`src/rtl/bitbrick_if.sv`:
```
// Operand/result bundle for one bitbrick cell.
// Only clk and rst sit outside it.
interface bitbrick_if;
    logic       en;
    logic [1:0] a;
    logic [1:0] b;
    logic [1:0] sel;
    logic [1:0] sh;
    logic [3:0] p;
    logic [3:0] p_q;
    logic [7:0] p_sh_q;
    logic       valid_q;

    modport master (
        output en, a, b, sel, sh,
        input  p, p_q, p_sh_q, valid_q
    );

    modport slave (
        input  en, a, b, sel, sh,
        output p, p_q, p_sh_q, valid_q
    );
endinterface

```
`src/rtl/bitbrick.sv`:
```
// 2x2 multiplier cell with per-operand signedness.
// Provides a combinational product and a registered, 2*sh-shifted copy for fusion trees.
module bitbrick (
    input logic       clk,
    input logic       rst,
    bitbrick_if.slave bus
);
    logic              a_sgn;
    logic              b_sgn;
    logic signed [5:0] a_ext;
    logic signed [5:0] b_ext;
    logic signed [5:0] prod;
    logic              res_sgn;
    logic [7:0]        p_ext;
    logic [7:0]        p_sh;

    // sel: 00 s*s, 01 u*u, 10 s*u, 11 u*s
    assign a_sgn   = ~bus.sel[0];
    assign b_sgn   = ~(bus.sel[1] ^ bus.sel[0]);
    assign a_ext   = {{4{a_sgn & bus.a[1]}}, bus.a};
    assign b_ext   = {{4{b_sgn & bus.b[1]}}, bus.b};
    assign prod    = a_ext * b_ext;
    assign bus.p   = prod[3:0];

    assign res_sgn = (bus.sel != 2'b01);
    assign p_ext   = {{4{res_sgn & bus.p[3]}}, bus.p};
    assign p_sh    = p_ext << {bus.sh, 1'b0};

    always_ff @(posedge clk or posedge rst) begin
        if (rst) begin
            bus.p_q     <= 4'd0;
            bus.p_sh_q  <= 8'd0;
            bus.valid_q <= 1'b0;
        end else begin
            bus.valid_q <= bus.en;
            if (bus.en) begin
                bus.p_q    <= bus.p;
                bus.p_sh_q <= p_sh;
            end
        end
    end
endmodule

```
`src/flat_wrapper.sv`:
```
// flat-port wrapper written by rule: the top's interface ports become plain ports
module bitbrick_flat 
  (clk, rst, bus_en, bus_a, bus_b, bus_sel, bus_sh, bus_p, bus_p_q, bus_p_sh_q, bus_valid_q);
  bitbrick_if bus_i ();
  input logic clk;
  input logic rst;
  input wire logic [$bits(bus_i.en)-1:0] bus_en;
  input wire logic [$bits(bus_i.a)-1:0] bus_a;
  input wire logic [$bits(bus_i.b)-1:0] bus_b;
  input wire logic [$bits(bus_i.sel)-1:0] bus_sel;
  input wire logic [$bits(bus_i.sh)-1:0] bus_sh;
  output wire logic [$bits(bus_i.p)-1:0] bus_p;
  output wire logic [$bits(bus_i.p_q)-1:0] bus_p_q;
  output wire logic [$bits(bus_i.p_sh_q)-1:0] bus_p_sh_q;
  output wire logic [$bits(bus_i.valid_q)-1:0] bus_valid_q;
  assign bus_i.en = bus_en;
  assign bus_i.a = bus_a;
  assign bus_i.b = bus_b;
  assign bus_i.sel = bus_sel;
  assign bus_i.sh = bus_sh;
  assign bus_p = bus_i.p;
  assign bus_p_q = bus_i.p_q;
  assign bus_p_sh_q = bus_i.p_sh_q;
  assign bus_valid_q = bus_i.valid_q;
  bitbrick u_core (.clk(clk), .rst(rst), .bus(bus_i));
endmodule
```
`config.mk`:
```
export PLATFORM = sky130hd
export DESIGN_NAME = bitbrick_flat
export DESIGN_NICKNAME = d
export VERILOG_FILES = /design/src/rtl/bitbrick_if.sv /design/src/rtl/bitbrick.sv /design/src/flat_wrapper.sv
export SDC_FILE = /design/constraint.sdc
export NUM_CORES = 1
export LEC_CHECK = 0
export BUFFER_PORTS_ARGS = -buffer_cell sky130_fd_sc_hd__buf_2
export CORE_MARGIN = 3
export CORE_UTILIZATION = 40
export DETAILED_ROUTE_END_ITERATION = 7
export GPL_ROUTABILITY_DRIVEN = 0
export PLACE_DENSITY = 0.66
export SETUP_SLACK_MARGIN = 0.3
export SLEW_MARGIN = 20
export SYNTH_ARGS = -nofsm -noshare
export SYNTH_HDL_FRONTEND = slang
export SYNTH_SLANG_ARGS = --single-unit
```
`constraint.sdc`:
```
create_clock -name clk -period 4.2 [get_ports clk]
set_input_delay 0.42 -clock clk [delete_from_list [all_inputs] [get_ports clk]]
set_output_delay 0.42 -clock clk [all_outputs]
set_load 0.01 [all_outputs]
```
==> flow_summary_export.csv <==
group,metric,value,unit
setup_path,required,3.78,ns
setup_path,ff2ff_setup_slack,3.31,ns
timing,final-max-slew-violation-count,0,
route,viasPerCell,4.94,
power_and_ir_drop,p_comb_frac,0.311,
global_routing,grt_use_met3,0.0245,
timing,fin_tns_setup,0,ns
global_routing,grt_pass1_wl,2.65,mm
power_and_ir_drop,swShare,0.322,
global_routing,use_met1,0.171,
logic_synthesis,postSynthCellCount,69,
logic_synthesis,ys_seq_area_frac,0.436,
logic_synthesis,synth_area,747,µm²
logic_synthesis,syn_area_per_cell,10.8,µm²
setup_path,crit_arrival,2.87,ns
floorplan,die_y,49.2,µm
layout,layout_commonest_cell,"buf_2",
clock_network,root_buffer,"clkbuf_4",
power_and_ir_drop,leakagePower,0.483,nW
setup_path,crit_buf_inv,3,
floorplan,rows,14,
floorplan,initial_utilization,0.459,
timing,fmax,304,MHz
setup_path,path_delay_family,"adder cells",
timing,finalSetupViolations,0,
route,drtAntennaViolNets,0,
setup_path,crit_path_cell_trace,"buf_2 > ha_1 > and2_1 > nand2b_1 > fa_1 > inv_1 > fa_1 > xnor2_2 > xnor2_1 > xnor2_2 > buf_2",
floorplan,coreArea,0.00163,mm²
worst_hold_path,hp-class,"in -> async",
power_and_ir_drop,power.internal,227,µW
clock_network,path_clk_slew,0.09,ns
setup_path,max_stage_delay,0.54,ns
layout,layout_common_cells,"buf_2 (27), dfrtp_1 (13), inv_1 (10)",
timing,fin_skew,0,ns
setup_path,critPathKind,"in -> out",
clock_network,h-tree-depth,1,
setup_path,crit_path_start_kind,"input pin",
route,wl_per_cell,13.1,µm
job,drv_cap,0,
layout,instances_no_fill,122,
clock_network,postCtsSetupBuffers,0,
power_and_ir_drop,p_sw,108,µW
floorplan,num_io_pins,28,
power_and_ir_drop,power.share.clock,0.240,
global_routing,grt_overflow,0,
timing,relSlewSlack,0.666,
floorplan,die_w,49.2,µm
global_routing,antenna_found_initial,0,
setup_path,cp_max_fo,6,
placed_design,dp_hpwl,1.19,mm
route,drc,0,
global_routing,busiest_layer,"met2",
timing,grt_setup_unrepaired,"false",
route,dr.pass1.iters,4,
timing,hold_viol,0,
layout,fill_cells,151,
layout,diodes,0,
clock_network,hold_buffers,0,
logic_synthesis,ys_types,27,
power_and_ir_drop,cellPowerDensity,360,mW/mm²
clock_network,cts.repair.resized,0,
clock_network,clock_path_buffers,2,
clock_network,cts.sinks,13,
timing,timing.final.crit_share,0.784,
logic_synthesis,synth_seq_cells,13,
power_and_ir_drop,seqPwrFrac,0.450,
setup_path,crit_slowest_cell,"fa_1",
route,drt-initial-drc-count,11,
layout,fin_nets,114,
global_routing,grt_max_degree,16,
route,wl,1.59,mm
layout,areaGrowthSynthToFinish,24.6,%
logic_synthesis,synth_nets,84,
run_status,status,"complete, no violations",
global_routing,grt_usage,0.147,
placed_design,place.port_buffers,27,
global_routing,grt_util_met2,0.243,
placed_design,place_inst,118,
setup_path,endpoint_kind,"primary output",
timing,tightest_slew,0.501,ns
clock_network,insertion_delay,0.28,ns
clock_network,numCtsBuffers,3,
timing,period_needed,3.29,ns
clock_network,cts_tree,"built",
logic_synthesis,ys_warn_count,0,
floorplan,die_area,0.00242,mm²
layout,drive_above_1_share,0.398,
route,vias,603,
global_routing,grt_pass1_vias,563,
power_and_ir_drop,ir_worst_vdd,0.186,mV
worst paths after layout:
check                           cells past startpoint                          endpoint                              from
worst max-delay path                               11                          bus_p[3]                        bus_sel[0]
worst min-delay path                                2  u_core.bus.p_sh_q[7]$_DFFE_PP0P_                               rst
worst max register to register                      1  u_core.bus.p_sh_q[5]$_DFFE_PP0P_  u_core.bus.p_sh_q[5]$_DFFE_PP0P_
worst min register to register                      1  u_core.bus.p_sh_q[2]$_DFFE_PP0P_  u_core.bus.p_sh_q[2]$_DFFE_PP0P_
max in group asynchronous                           2     u_core.bus.p_q[3]$_DFFE_PP0P_                               rst
min in group clk                                    1      u_core.bus.valid_q$_DFF_PP0_                            bus_en
per-stage QoR:
stage / instance area [µm²] / hold slack (ns) / utilization / total power, mW / setup WS [ns]
2_1_floorplan: 747 / 0.297 / - / 0.218 / 1.03
3_3_place_gp: 905 / 0.457 / 0.555 / 0.257 / 0.883
3_5_place_dp: 905 / 0.471 / 0.555 / 0.258 / 0.820
4_1_cts: 931 / 0.167 / 0.571 / 0.340 / 0.874
5_1_grt: 931 / 0.197 / 0.571 / 0.359 / 0.752
6_report: 931 / 0.147 / 0.571 / 0.335 / 0.907
power by group through the flow:
stage / Clock [mW] / Sequential, mW / Combinational [mW]
after CTS: 0.0829 / 0.151 / 0.106
after detailed placement: 0 / 0.153 / 0.105
after floorplan: 0 / 0.162 / 0.0556
after global routing: 0.0917 / 0.153 / 0.115
final: 0.0803 / 0.151 / 0.104
after global placement: 0 / 0.152 / 0.104
area by class of cell:
type                       count  area [µm²]  area share
timing repair buffer          27         135       0.145
clock buffer                   4        26.3      0.0282
inverter                      10        37.5      0.0403
sequential                    13         325       0.349
multi-input combinational     44         377       0.405
tap                           24        30.0      0.0323
cells by family (layout without fill, tap and decap cells):
family                   Yosys count  after routing  share of synthesized area
multiplexers                       5              5                     0.0720
XOR/XNOR                           3              3                     0.0553
flip-flops                        13             13                      0.436
AO/OA/AOI/OAI                     13             13                      0.137
adder cells (fa/ha/maj)            4              4                     0.0871
buffers and inverters             12             41                     0.0603
AND/OR/NAND/NOR                   19             19                      0.152
synthesized netlist by cell type, drive strengths merged:
library cell | count | area share
dfrtp | 13 | 0.44
inv | 10 | 0.050
and2 | 5 | 0.042
nand2 | 4 | 0.020
a21oi | 3 | 0.020
mux2 | 3 | 0.045
o21ai | 3 | 0.035
xnor2 | 3 | 0.055
and2b | 2 | 0.023
clkbuf | 2 | 0.010
fa | 2 | 0.054
ha | 2 | 0.033
mux2i | 2 | 0.027
nand2b | 2 | 0.017
nor2 | 2 | 0.010
o221ai | 2 | 0.023
o2bb2ai | 2 | 0.023
a221o | 1 | 0.015
nand3 | 1 | 0.0067
nand3b | 1 | 0.010
nor3b | 1 | 0.010
o22ai | 1 | 0.0084
o32ai | 1 | 0.012
or4b | 1 | 0.013
flip-flops by register name, summed over array words and instances (netlist names):
name                count
u_core.bus.p_q          4
u_core.bus.p_sh_q       8
u_core.bus.valid_q      1
layer usage:
layer	vias to the layer above	routed length, µm
met4	0	25
met1	278	678
met5	-	0
met2	30	796
li1	293	-
met3	2	93
(Power assumes the default switching activity.)
